### src/rtl/arbiter_game_pkg.sv
// Shared phase encoding, countdown LED patterns and rotation helpers
// used by the arbiter_game score keeper.
package arbiter_game_pkg;

   typedef enum logic [2:0] {
      PH_IDLE = 3'd0,
      PH_CD4  = 3'd1,
      PH_CD3  = 3'd2,
      PH_CD2  = 3'd3,
      PH_CD1  = 3'd4,
      PH_WAIT = 3'd5,
      PH_WIN  = 3'd6
   } phase_e;

   localparam logic [3:0] CD4_PAT  = 4'b1111;
   localparam logic [3:0] CD3_PAT  = 4'b0111;
   localparam logic [3:0] CD2_PAT  = 4'b0011;
   localparam logic [3:0] CD1_PAT  = 4'b0001;
   localparam logic [3:0] ZERO_PAT = 4'b0000;

   localparam logic [2:0] TOGGLES_PER_STEP = 3'd4;

   function automatic logic [3:0] rotl4(input logic [3:0] v);
      return {v[2:0], v[3]};
   endfunction

   function automatic logic [3:0] rotr4(input logic [3:0] v);
      return {v[0], v[3:1]};
   endfunction

   function automatic logic is_onehot4(input logic [3:0] v);
      return (v != 4'b0000) && ((v & (v - 4'b0001)) == 4'b0000);
   endfunction

   function automatic logic [3:0] step_pattern(input phase_e p);
      case (p)
         PH_CD4:  return CD4_PAT;
         PH_CD3:  return CD3_PAT;
         PH_CD2:  return CD2_PAT;
         PH_CD1:  return CD1_PAT;
         default: return ZERO_PAT;
      endcase
   endfunction

   function automatic phase_e next_step(input phase_e p);
      case (p)
         PH_CD4:  return PH_CD3;
         PH_CD3:  return PH_CD2;
         PH_CD2:  return PH_CD1;
         default: return PH_IDLE;
      endcase
   endfunction

endpackage

### src/rtl/arbiter_score_keeper_led_change_detect.sv
// Registers the LED bus once and derives the per-cycle change and
// rotation flags the score keeper decides on.
module led_change_detect
   import arbiter_game_pkg::*;
(
   input  logic       clk,
   input  logic       rst_in_n,
   input  logic [3:0] leds_in,
   output logic [3:0] prev_out,
   output logic       change_out,
   output logic       is_zero_out,
   output logic       is_onehot_out,
   output logic       rotl_match_out,
   output logic       rotr_match_out
);

   logic [3:0] prev_q;

   // One-cycle history of the LED bus.
   always_ff @(posedge clk or negedge rst_in_n) begin
      if (!rst_in_n) begin
         prev_q <= ZERO_PAT;
      end else begin
         prev_q <= leds_in;
      end
   end

   assign prev_out       = prev_q;
   assign change_out     = (prev_q != leds_in);
   assign is_zero_out    = (leds_in == ZERO_PAT);
   assign is_onehot_out  = is_onehot4(leds_in);
   assign rotl_match_out = (leds_in == rotl4(prev_q));
   assign rotr_match_out = (leds_in == rotr4(prev_q));

endmodule

### src/rtl/arbiter_score_keeper.sv
// Decodes the arbiter_game LED protocol into phases, detects the round
// winner from the rotation direction and keeps saturating win counts.
module arbiter_score_keeper
   import arbiter_game_pkg::*;
#(
   parameter int SCORE_W = 4
) (
   input  logic               clk,
   input  logic               rst_in_n,
   input  logic [3:0]         leds_in,
   output logic [2:0]         phase_out,
   output logic               winner_valid_out,
   output logic               winner_id_out,
   output logic [SCORE_W-1:0] score1_out,
   output logic [SCORE_W-1:0] score2_out,
   output logic               proto_err_out
);

   localparam logic [SCORE_W-1:0] SCORE_MAX = {SCORE_W{1'b1}};
   localparam logic [SCORE_W-1:0] SCORE_ONE = SCORE_W'(1);

   logic [3:0] prev_s;
   logic       change_s, is_zero_s, is_onehot_s, rotl_s, rotr_s;

   led_change_detect u_detect (
      .clk            (clk),
      .rst_in_n       (rst_in_n),
      .leds_in        (leds_in),
      .prev_out       (prev_s),
      .change_out     (change_s),
      .is_zero_out    (is_zero_s),
      .is_onehot_out  (is_onehot_s),
      .rotl_match_out (rotl_s),
      .rotr_match_out (rotr_s)
   );

   phase_e             state_q, state_d, nxt_state_s;
   logic [2:0]         count_q, count_d, nxt_count_s;
   logic               decided_q, decided_d, nxt_decided_s;
   logic               dir_q, dir_d, nxt_dir_s;
   logic               err_q, err_d;
   logic               valid_q, valid_d;
   logic               id_q, id_d;
   logic [SCORE_W-1:0] score1_q, score1_d, score2_q, score2_d;

   logic       toggle_s, restart_s, error_s, dec_s, dec_id_s;
   logic [3:0] own_pat_s, next_pat_s;

   assign toggle_s   = (prev_s == ZERO_PAT) && !is_zero_s;
   assign restart_s  = toggle_s && (leds_in == CD4_PAT);
   assign own_pat_s  = step_pattern(state_q);
   assign next_pat_s = step_pattern(next_step(state_q));

   // Protocol walk: next phase, toggle count and winner decision.
   always_comb begin
      nxt_state_s   = state_q;
      nxt_count_s   = count_q;
      nxt_decided_s = decided_q;
      nxt_dir_s     = dir_q;
      error_s       = 1'b0;
      dec_s         = 1'b0;
      dec_id_s      = 1'b0;
      if (restart_s && (state_q != PH_CD4)) begin
         nxt_state_s   = PH_CD4;
         nxt_count_s   = 3'd1;
         nxt_decided_s = 1'b0;
      end else begin
         case (state_q)
            PH_IDLE: begin
               nxt_state_s = PH_IDLE;
            end
            PH_CD4, PH_CD3, PH_CD2, PH_CD1: begin
               if (leds_in == own_pat_s) begin
                  if (toggle_s && (count_q == TOGGLES_PER_STEP)) begin
                     error_s = 1'b1;
                  end else if (toggle_s) begin
                     nxt_count_s = count_q + 3'd1;
                  end else begin
                     nxt_count_s = count_q;
                  end
               end else if (is_zero_s) begin
                  // CD1 finishes once 0000 is seen on two consecutive samples.
                  if ((state_q == PH_CD1) && (count_q == TOGGLES_PER_STEP) &&
                      (prev_s == ZERO_PAT)) begin
                     nxt_state_s = PH_WAIT;
                  end else begin
                     nxt_state_s = state_q;
                  end
               end else if ((state_q != PH_CD1) && toggle_s && (leds_in == next_pat_s)) begin
                  if (count_q == TOGGLES_PER_STEP) begin
                     nxt_state_s = next_step(state_q);
                     nxt_count_s = 3'd1;
                  end else begin
                     error_s = 1'b1;
                  end
               end else begin
                  error_s = 1'b1;
               end
            end
            PH_WAIT: begin
               if (is_zero_s) begin
                  nxt_state_s = PH_WAIT;
               end else if (is_onehot_s) begin
                  nxt_state_s   = PH_WIN;
                  nxt_decided_s = 1'b0;
               end else if (leds_in != CD4_PAT) begin
                  error_s = 1'b1;
               end else begin
                  nxt_state_s = PH_WAIT;
               end
            end
            PH_WIN: begin
               if (is_zero_s) begin
                  nxt_state_s = PH_IDLE;
                  nxt_count_s = 3'd0;
                  error_s     = !decided_q;
               end else if (change_s && !decided_q) begin
                  if (rotl_s) begin
                     dec_s         = 1'b1;
                     dec_id_s      = 1'b0;
                     nxt_decided_s = 1'b1;
                     nxt_dir_s     = 1'b0;
                  end else if (rotr_s) begin
                     dec_s         = 1'b1;
                     dec_id_s      = 1'b1;
                     nxt_decided_s = 1'b1;
                     nxt_dir_s     = 1'b1;
                  end else begin
                     error_s = 1'b1;
                  end
               end else if (change_s) begin
                  error_s = dir_q ? !rotr_s : !rotl_s;
               end else begin
                  nxt_state_s = PH_WIN;
               end
            end
            default: begin
               error_s = 1'b1;
            end
         endcase
      end
   end

   // Protocol errors abort the round; a fresh 0000->1111 toggle clears the flag.
   always_comb begin
      if (error_s) begin
         state_d   = PH_IDLE;
         count_d   = 3'd0;
         decided_d = 1'b0;
         dir_d     = dir_q;
         err_d     = 1'b1;
      end else begin
         state_d   = nxt_state_s;
         count_d   = nxt_count_s;
         decided_d = nxt_decided_s;
         dir_d     = nxt_dir_s;
         err_d     = restart_s ? 1'b0 : err_q;
      end
   end

   // Winner pulse, held winner id and saturating score counters.
   always_comb begin
      valid_d  = dec_s;
      id_d     = dec_s ? dec_id_s : id_q;
      score1_d = score1_q;
      score2_d = score2_q;
      if (dec_s && !dec_id_s && (score1_q != SCORE_MAX)) begin
         score1_d = score1_q + SCORE_ONE;
      end else if (dec_s && dec_id_s && (score2_q != SCORE_MAX)) begin
         score2_d = score2_q + SCORE_ONE;
      end else begin
         score1_d = score1_q;
      end
   end

   // State and output registers.
   always_ff @(posedge clk or negedge rst_in_n) begin
      if (!rst_in_n) begin
         state_q   <= PH_IDLE;
         count_q   <= 3'd0;
         decided_q <= 1'b0;
         dir_q     <= 1'b0;
         err_q     <= 1'b0;
         valid_q   <= 1'b0;
         id_q      <= 1'b0;
         score1_q  <= '0;
         score2_q  <= '0;
      end else begin
         state_q   <= state_d;
         count_q   <= count_d;
         decided_q <= decided_d;
         dir_q     <= dir_d;
         err_q     <= err_d;
         valid_q   <= valid_d;
         id_q      <= id_d;
         score1_q  <= score1_d;
         score2_q  <= score2_d;
      end
   end

   assign phase_out        = state_q;
   assign winner_valid_out = valid_q;
   assign winner_id_out    = id_q;
   assign score1_out       = score1_q;
   assign score2_out       = score2_q;
   assign proto_err_out    = err_q;

endmodule

### config.mk
export PLATFORM = sky130hd
export DESIGN_NAME = arbiter_score_keeper
export DESIGN_NICKNAME = d
export VERILOG_FILES = /design/src/rtl/arbiter_game_pkg.sv /design/src/rtl/arbiter_score_keeper_led_change_detect.sv /design/src/rtl/arbiter_score_keeper.sv
export SDC_FILE = /design/constraint.sdc
export NUM_CORES = 1
export LEC_CHECK = 0
export CAP_MARGIN = 20
export CELL_PAD_IN_SITES_DETAIL_PLACEMENT = 1
export CELL_PAD_IN_SITES_GLOBAL_PLACEMENT = 1
export CORE_ASPECT_RATIO = 0.8
export CORE_MARGIN = 4
export CORE_UTILIZATION = 43
export CTS_CLUSTER_SIZE = 10
export DETAILED_ROUTE_END_ITERATION = 10
export PLACE_DENSITY_LB_ADDON = 0.25
export SLEW_MARGIN = 10
export SYNTH_ARGS = -nofsm -noshare
export SYNTH_HDL_FRONTEND = slang
export SYNTH_SLANG_ARGS = --single-unit
### constraint.sdc
create_clock -name clk -period 2.5 [get_ports clk]
set_clock_uncertainty 0.05 [all_clocks]
set_input_delay 0.625 -clock clk [delete_from_list [all_inputs] [get_ports clk]]
set_output_delay 0.625 -clock clk [all_outputs]
set_load 0.02 [all_outputs]
Word-level counts from Yosys, hierarchy flattened. Index checks and enable logic that the tools add are counted.

Word-level logic and storage cells: 160. Register bits: 23. Output and inout port bits: 14.

Multiplexer cells: 66. Bitwise gates (word level): 5. Equal/unequal tests: 40. Add/subtract/negate cells: 4. Reductions and logical operators: 35.

Operator list (count): 3-bit 2-to-1 mux (22); 5-bit inequality test, second input constant (11); 1-bit 2-to-1 mux (37); 4-bit inequality test, second input constant (9); 4-bit one-hot mux with 4 select lines (2); 4-bit equality test (4); 3-bit equality test, second input constant (5); 1-bit logical AND (14); 3-bit by 2-bit equality test with 1-bit output, second input constant (4); 4-bit logical NOT (3); 3-bit one-hot mux with 4 select lines (1); 6-bit AND reduction (2); 4-bit nonzero test (3); 3-bit one-hot mux with 3 select lines (1); 4-bit by 1-bit adder with 4-bit output, second input constant (2); 8-bit AND reduction (1); 7-bit AND reduction (1); 3-bit by 1-bit equality test with 1-bit output, second input constant (2); 6-bit inequality test, second input constant (1); 3-bit one-hot mux with 2 select lines (1); 6-bit nonzero test (1); 1-bit logical NOT (5); 4-bit bitwise AND (1); 4-bit equality test, second input constant (1); other kinds (12) (16).

Longest topological paths before layout. Gate-level depths: netlist of run 1.

Depth in word-level cells: 13. Depth in mapped cells: 9. Mapped depth without buffers: 9.

Cells and area by module. A second synthesis of run 1 with hierarchy kept.

Cell total of the unflattened synthesis: 192. Area, all modules: 1779.2 um2.

Modules (own cells, without submodules): arbiter_score_keeper (seq. area each 475.5 um2, area each 1458.9 um2, instances 1, cells each 163); led_change_detect (seq. area each 100.1 um2, area each 320.3 um2, instances 1, cells each 29).

Worst setup path after synthesis of run 1. OpenSTA, ideal clock, no wires.

Kind: input to register. From: in leds_in[1]. To: reg score2_q[1] (netlist: score2_out[1]). Path buffers: 1. Library setup time: 0.125 ns. Stages on the path: 8. Arrival time: 2.236 ns. Slack: 0.089 ns. Cell sequence: buf_2 and4_1 and2_4 nor2_1 nand4_1 or3b_4 a31o_1 mux2_4.

Cells in the longest elaborated chain, start to end: 12. Elaborated cells between the ends (all ways): 28. Classes of those cells: eq/ne: 4; mux: 11; bitwise: 1; reduce/logical: 12.

Ends and longest elaborated chain: from (decl) (RTL line arbiter_score_keeper.sv:10) `input logic [3:0] leds_in,`; 4-bit equality test (RTL line arbiter_score_keeper_led_change_detect.sv:33) `assign rotr_match_out = (leds_in == rotr4(prev_q));`; 1-bit 2-to-1 mux (RTL line arbiter_score_keeper.sv:123) `end else if (rotr_s) begin`; 1-bit 2-to-1 mux (RTL line arbiter_score_keeper.sv:118) `if (rotl_s) begin`; 1-bit 2-to-1 mux (RTL line arbiter_score_keeper.sv:117) `end else if (change_s && !decided_q) begin`; 1-bit 2-to-1 mux (RTL line arbiter_score_keeper.sv:113) `if (is_zero_s) begin`; 1-bit 2-to-1 mux (RTL line arbiter_score_keeper.sv:68) `case (state_q)`; 1-bit 2-to-1 mux (RTL line arbiter_score_keeper.sv:63) `if (restart_s && (state_q != PH_CD4)) begin`; 1-bit logical NOT (RTL line arbiter_score_keeper.sv:167) `if (dec_s && !dec_id_s && (score1_q != SCORE_MAX)) begin`; 1-bit logical AND (2 in series) (RTL line arbiter_score_keeper.sv:167); 1-bit NOT (no line); 2-bit AND reduction (no line) (*); to (signal assigned) (RTL line arbiter_score_keeper.sv:197) `score2_q <= score2_d;`; to (decl) (RTL line arbiter_score_keeper.sv:44) `logic [SCORE_W-1:0] score1_q, score1_d, score2_q, score2_d;`.

Every way passes the cells marked *; elsewhere a longest branch is shown, timed or not. A chain may end at the register's enable or synchronous reset.

Final worst setup path of run 1.
From: reg u_detect.prev_q[1] (netlist: u_detect.prev_out[1]). To: reg state_q[1] (netlist: phase_out[1]).

Cells in the longest elaborated chain, start to end: 11. Elaborated cells between the ends (all ways): 37. Classes of those cells: eq/ne: 10; mux: 14; reduce/logical: 13.

Ends and longest elaborated chain: from (decl) (RTL line arbiter_score_keeper_led_change_detect.sv:17) `logic [3:0] prev_q;`; from (signal assigned) (RTL line arbiter_score_keeper_led_change_detect.sv:24) `prev_q <= leds_in;`; 4-bit logical NOT (RTL line arbiter_score_keeper.sv:49, arbiter_score_keeper.sv:84); 1-bit logical AND (RTL line arbiter_score_keeper.sv:49) `assign toggle_s = (prev_s == ZERO_PAT) && !is_zero_s;`; 1-bit logical AND (2 in series) (RTL line arbiter_score_keeper.sv:89) `end else if ((state_q != PH_CD1) && toggle_s && (leds_in == next_pat_s)) begin`; 1-bit 2-to-1 mux (RTL line arbiter_score_keeper.sv:89); 1-bit 2-to-1 mux (RTL line arbiter_score_keeper.sv:81) `end else if (is_zero_s) begin`; 1-bit 2-to-1 mux (RTL line arbiter_score_keeper.sv:73) `if (leds_in == own_pat_s) begin`; 1-bit one-hot mux with 4 select lines (RTL line arbiter_score_keeper.sv:68); 1-bit 2-to-1 mux (RTL line arbiter_score_keeper.sv:63); 6-bit inequality test (no line) (tied with other cells); 8-bit AND reduction (no line); to (signal assigned) (RTL line arbiter_score_keeper.sv:189) `state_q <= state_d;`; to (decl) (RTL line arbiter_score_keeper.sv:37) `phase_e state_q, state_d, nxt_state_s;`.

Several ways; a longest one is shown, not always the timed one.

==> results.md, run 1 <==
- Outcome: finished clean
- WL final: roughly 7600 µm
- Initial DRC count: about 130
- Ant. Diodes: 0
- Inst Count DP: 330
- EDFF count, synth: 0
- Die Y-Extent: slightly below 70 µm
- Worst path cell trace: or4_4 > nor3_2 > o311ai_4 > buf_4 > o211ai_1 > nand2_2 > buf_4 > a21oi_1
- Yosys reg bits: 23
- Drt via density: between 6 and 7
- Share of cells above drive strength 1: around two fifths
- Port bufs: 19
- Crit path max fanout: 5
- GRT Util Overall: between 20% and 30%
- Initial antenna violation count: 0
- Area growth syn-to-layout: 43.8%
- Largest net degree at the start of global routing: 24
- Cell seen most often among critical-path stages: buf_4
- Final Util: between 60% and 70%
- F_max: 0.410 GHz
- Drt pass-1 iters: 4
- Arrival @ worst endpoint: about 2600 ps
- Hold depth: 1
- Worst hold start: proto_err_out
- Clk_lat worst skew: 280 ps
- Core area: about 0.0042 mm²
- I/O pins: 20
- Critical Path Sink Type: flop
- Final worst-path cycle share: between 90% and 100%
- Critical register-to-register path startpoint: u_detect.prev_out[1]
- Clock root cell: clkbuf_8
- Vias in the first global route: ~2,300
- Initial Util: 45.3%
- TritonCTS Buffers: 3
- Placer's final routability congestion estimate: approximately 0.97
- Syn Area/Cell: 8.96 µm²
- First-pass GRT wire length: ~12,000 µm
- CP top delay family: simple AND/OR/NAND/NOR gates
- Netlist cell types: 63
- # nets final: between 200 and 300
- Drt drc: 0
- Site Rows: 21
- Synth Net Count: approximately 220
- Seq/Total Area, Yosys: a little under a third
- CTS tree: done
- Final setup violating endpoints: 0
- Max-Cap Viols: 0
- Mapped Cells: 214
- Hpwl dp: ~5200 µm
- Crit Path Class: reg -> reg
- Peak supply drop: 0.000572 V
- Routed length per placed instance: about 22 µm
- Final cell count without fillers: 340
- Measured slew at the worst slew-check pin: approximately 450 ps
- Bufs and invs on worst path: 2
- Pleak: 1.15 nW
- Synth warn: 0
- Worst r2r dst: phase_out[1]
- Clock slew at reported path FFs: around 90 ps
- Die ar.: 0.00560 mm²
- GRT overflow: 0
- Async SR Flop Fraction: 100%
- Critical-path top delay cell: or4_4
- Htree depth: 1
- Final Hold Viols: 0
- Mapped cell area: ~0.0019 mm²
- Min-Delay Path Class: reg -> reg
- Pins over their slew limit: 0
- Required @ worst endpoint: 2650 ps
- Pwr Density: between 600 and 700 mW/mm²
- Via Count: between 2,000 and 2,500
- CTS Buffer Depth: 2
- Crit start category: flop
- Chip Width: slightly above 80 µm
- Routed Antenna Nets: 0
- Max_slew headroom: between 70% and 80%
- Worst-case reg-to-reg path depth: 8
- Slowest stage delay, CP: approximately 550 ps
- Reg2Reg Setup Slack: just over 60 ps
- Post-synth top flop: dfrtp_1
- Hold EP: proto_err_out
- Min Tclk post-route: between 2000 and 2500 ps
- Clock Sinks: 23
cell families (layout without fill, tap and decap cells):
family                   count (synthesis)  count (layout)  synth area share (%)
XOR/XNOR                                20              20                  9.14
buffers and inverters                   22              91                  6.33
AO/OA/AOI/OAI                           62              62                  25.7
flip-flops                              23              23                  30.0
adder cells (fa/ha/maj)                  4               4                  2.61
multiplexers                             4               4                  2.55
AND/OR/NAND/NOR                         79              79                  23.6
synth_stat cells (all sizes together) (4+ instances only):
| master | n | area (µm²) |
|---|---|---|
| dfrtp | 23 | 576 |
| nand2 | 17 | 63.8 |
| xnor2 | 16 | 140 |
| nor2 | 13 | 48.8 |
| o21ai | 12 | 71.3 |
| a21oi | 11 | 55.1 |
| buf | 10 | 76.3 |
| inv | 10 | 37.5 |
| nand3 | 10 | 50.1 |
| nor3 | 8 | 45.0 |
| nand2b | 6 | 37.5 |
| nand4 | 5 | 31.3 |
| o211ai | 5 | 37.5 |
| a31oi | 4 | 40.0 |
| and2 | 4 | 27.5 |
| ha | 4 | 50.1 |
| mux2 | 4 | 48.8 |
| xor2 | 4 | 35.0 |
metal layers:
metal | track usage (%) | wire (µm) | up-vias | share of wire, %
met5 | 0 | 0 | - | 0
met4 | 11.0 | 222 | 0 | 2.9
li1 | - | - | 935 | -
met1 | 35.8 | 3250 | 1038 | 43
met2 | 50.5 | 3780 | 69 | 50
met3 | 6.40 | 365 | 24 | 4.8
worst max-delay path by stage:
stage,from,endpoint,slack [ps],depth (start not counted)
floorplan,leds_in[1],score2_out[1],90,8
global placement,leds_in[2],count_q[0],-490,8
detailed placement,leds_in[2],phase_out[1],-630,10
CTS,u_detect.prev_out[0],phase_out[1],30,8
global route,u_detect.prev_out[1],count_q[2],-40,8
finish,u_detect.prev_out[1],phase_out[1],60,8
state kept, by name (all words and copies together) (netlist names):
register,flops
winner_id_out,1
u_detect.prev_out,4
phase_out,3
winner_valid_out,1
decided_q,1
score1_out,4
score2_out,4
proto_err_out,1
dir_q,1
count_q,3
per-stage QoR:
step | hold WS, ps | cell area (µm²) | setup TNS, ps | setup WS (ps) | total power, mW
floorplan | 279 | 1920 | 0 | 89.0 | 1.11
global placement | 407 | 2480 | -7100 | -486 | 1.42
detailed placement | 425 | 2480 | -9730 | -632 | 1.49
CTS | 450 | 2720 | 0 | 27.6 | 1.83
global route | 496 | 2760 | -168 | -40.2 | 2.03
finish | 440 | 2760 | 0 | 62.0 | 1.91
report_power, final:
group          internal [mW]  leakage, nW  switching (mW)
sequential             0.424        0.293          0.0709
combinational          0.512        0.834           0.651
clock                  0.113       0.0217           0.137
total                   1.05         1.15           0.858
cell type report:
type                            instances  area, µm²
Fill cell                             481       1470
Multi-Input combinational cell        169       1400
Timing Repair Buffer                   77        617
Sequential cell                        23        581
Tap cell                               57       71.3
Clock buffer                            3       41.3
Inverter                               10       37.5
Clock inverter                          1       7.51
placed cells by master, fill, tap and decap left out, drive strengths merged, types with 5 or more instances in the layout:
master,n
a21oi,11
buf,60
clkbuf,5
clkdlybuf4s50,15
dfrtp,23
inv,10
nand2,17
nand2b,6
nand3,10
nand4,5
nor2,13
nor3,8
o211ai,5
o21ai,12
xnor2,16
repair_timing:
item / 4_1_cts / 5_1_grt
resized for setup: 34 / 18
pin swaps: 8 / 11
setup endpoints to repair: 17 / 14
buffers inserted: 4 / 2
hold buffers: 0 / 0
(Power assumes the default switching activity.)
==> run 2: changes to the inputs <==
==> constraint.sdc (replaced) <==
create_clock -name clk -period 2.3 [get_ports clk]
set_clock_uncertainty 0.05 [all_clocks]
set_input_delay 0.575 -clock clk [delete_from_list [all_inputs] [get_ports clk]]
set_output_delay 0.575 -clock clk [all_outputs]
set_load 0.02 [all_outputs]
==> results.md, run 2 (synthesis gave the netlist of run 1 again) <==
- CP Depth: 8 (unchanged)
- Min Tclk post-route: 2710 ps
- Worst-case reg-to-reg path depth: 7 (-1)
- Area growth syn-to-layout: 64.2%
- Vias in the first global route: 2,457 (+5.3%)
- Clk_lat worst skew: 280 ps (about the same)
- Initial Util: 45.3% (unchanged)
- Setup ws final: -413 ps (-476 ps)
- Via Count: 2,480 (+20%)
- Crit Path Class: in -> reg
- Sequential power share: 21.2% (-4.8 points)
- RSZ-0062 raised after global routing: true
- # nets final: 316 (+7.5%)
- Die ar.: 0.00560 mm² (unchanged)
- Hold depth: 1 (unchanged)
- Largest net degree at the start of global routing: 24 (unchanged)
- Final worst-path cycle share: 118%
- Clock power share: 10.7% (-2.4 points)
- Clock Sinks: 23 (unchanged)
- Switching Share: 47.2% (+2.2 points)
- Pleak: 1.31 nW (+14%)
- Final Util: 74.4% (+9.2 points)
- TritonCTS Buffers: 3 (unchanged)
- Commonest non-fill, non-tap cell in the layout: buf_4
- Ant. Diodes: 0 (unchanged)
- Net Sw Power: 1.22 mW (+42%)
- GRT Util Overall: 32.2% (+2.8 points)
- Slowest stage delay, CP: 410 ps (-140 ps)
- Share of cells above drive strength 1: 52.1% (+11 points)
- GRT overflow: 0 (unchanged)
- Bufs and invs on worst path: 3 (+1)
- Worst path cell trace: buf_2 > buf_6 > xnor2_1 > nand4_1 > buf_4 > or3b_4 > nor2_1 > mux2_2
- Port bufs: 19 (unchanged)
- First-pass GRT wire length: 13,300 µm (+9.4%)
- Hold slack: 502 ps (+62.0 ps)
- Final Hold Viols: 0 (unchanged)
- Final setup violating endpoints: 17 (+17)
- Peak supply drop: 0.000625 V (+9.1%)
- Routed length per placed instance: 31.0 µm (+38%)
- Min-Delay Path Class: reg -> reg
- Drt pass-1 iters: 5 (+1)
- F_max: 0.369 GHz
- Critical-path top delay cell: or3b_4
- Die Y-Extent: 67.7 µm (unchanged)
- Placer's final routability congestion estimate: 0.898 (-7.5%)
- Commonest cells after routing, fill and taps aside: buf_4, dfrtp_1, nand2_1
- I/O pins: 20 (unchanged)
- Initial DRC count: 292 (+130%)
- CTS tree: done
- Clock root cell: clkbuf_8
- Outcome: finished with violations
- Site Rows: 21 (unchanged)
- Combinational share of power: 68.1% (+7.2 points)
- Htree depth: 1 (unchanged)
- Clock slew at reported path FFs: 90 ps (about the same)
- Arrival @ worst endpoint: 2830 ps (+240 ps)
- Required @ worst endpoint: 2410 ps (-240 ps)
- Crit path max fanout: 6 (+1)
- Max-Cap Viols: 0 (unchanged)
- CTS Buffer Depth: 2 (unchanged)
- Drt drc: 0 (unchanged)
- Core area: 0.00423 mm² (unchanged)
- Max_slew headroom: 68.0% (-2.0 points)
- Chip Width: 82.6 µm (unchanged)
- Failing checks: setup timing
- Hpwl dp: 5420 µm (+3.6%)
- Crit start category: input port
- Pwr Density: 821 mW/mm² (+19%)
- DP Area: 0.00252 mm² (+1.5%)
- Critical Path Sink Type: flop
- CP top delay family: simple AND/OR/NAND/NOR gates
- WL final: 11,200 µm (+47%)
- Initial antenna violation count: 0 (unchanged)
- Routed Antenna Nets: 0 (unchanged)
- Pins over their slew limit: 0 (unchanged)
- Measured slew at the worst slew-check pin: 479 ps (+30.2 ps)
- Drt via density: 6.85 (+13%)
- Fin area: 0.00315 mm² (+14%)
- Internal power: 1.36 mW (+30%)
-- run 2: layout make-up --
cell class | count | area (µm²)
Fill cell | 419 | 1080
Tap cell | 57 | 71.3
Clock buffer | 3 | 41.3
Sequential cell | 23 | 581
Inverter | 10 | 37.5
Timing Repair Buffer | 99 | 847
Clock inverter | 1 | 7.51
Multi-Input combinational cell | 169 | 1560
-- run 2: per-layer routing --
layer	vias to the layer above	global-route usage, %	share of wire (%)
met5	-	0	0
met4	0	15.3	7.0
met3	77	7.20	8.8
met2	218	56.3	47
met1	1212	37.1	37
li1	973	-	-
-- run 2: worst paths after layout --
| path | startpoint | to | slack (ps) |
|---|---|---|---|
| setup / recovery | leds_in[3] | score2_out[3] | -410 |
| hold / removal | proto_err_out | proto_err_out | 500 |
| setup reg to reg | u_detect.prev_out[0] | score2_out[3] | -350 |
| hold reg to reg | proto_err_out | proto_err_out | 500 |
| max in group asynchronous | rst_in_n | phase_out[2] | 1320 |
| min in group asynchronous | rst_in_n | score2_out[2] | 610 |
-- run 2: worst reg2reg max path: cells and delay by family, from the launching register on --
kind / cells / cell delay (ps)
and+or+nand+nor: 3 / 970
muxes: 1 / 390
xor gates and xnor gates: 1 / 350
DFF: 1 / 410
buffers and inverters: 2 / 370
-- run 2: per-stage QoR --
step	worst slack, ps	TNS (ps)	std cells	total power [mW]
5_1_grt	-369	-3570	362	2.67
3_5_place_dp	-798	-11120	335	1.69
2_1_floorplan	-17.8	-17.8	214	1.20
6_report	-413	-3020	362	2.58
3_3_place_gp	-596	-8680	335	1.60
4_1_cts	1.31	0	344	2.15
-- run 2: power by group through the flow --
stage / combinational, mW / sequential, mW / clock (mW)
3_3_place_gp: 1.07 / 0.535 / 0
5_1_grt: 1.83 / 0.549 / 0.287
3_5_place_dp: 1.15 / 0.544 / 0
6_report: 1.76 / 0.548 / 0.277
2_1_floorplan: 0.655 / 0.550 / 0
4_1_cts: 1.34 / 0.535 / 0.279
-- run 2: timing repair --
item                                    4_1_cts  5_1_grt
endpoints found under the setup margin       21       15
pin swaps                                    24       16
gates resized for setup                      57       46
hold buffers                                  0        0
setup buffers                                 4       18
endpoints found under the hold margin         0        0
gates cloned                                  1        0
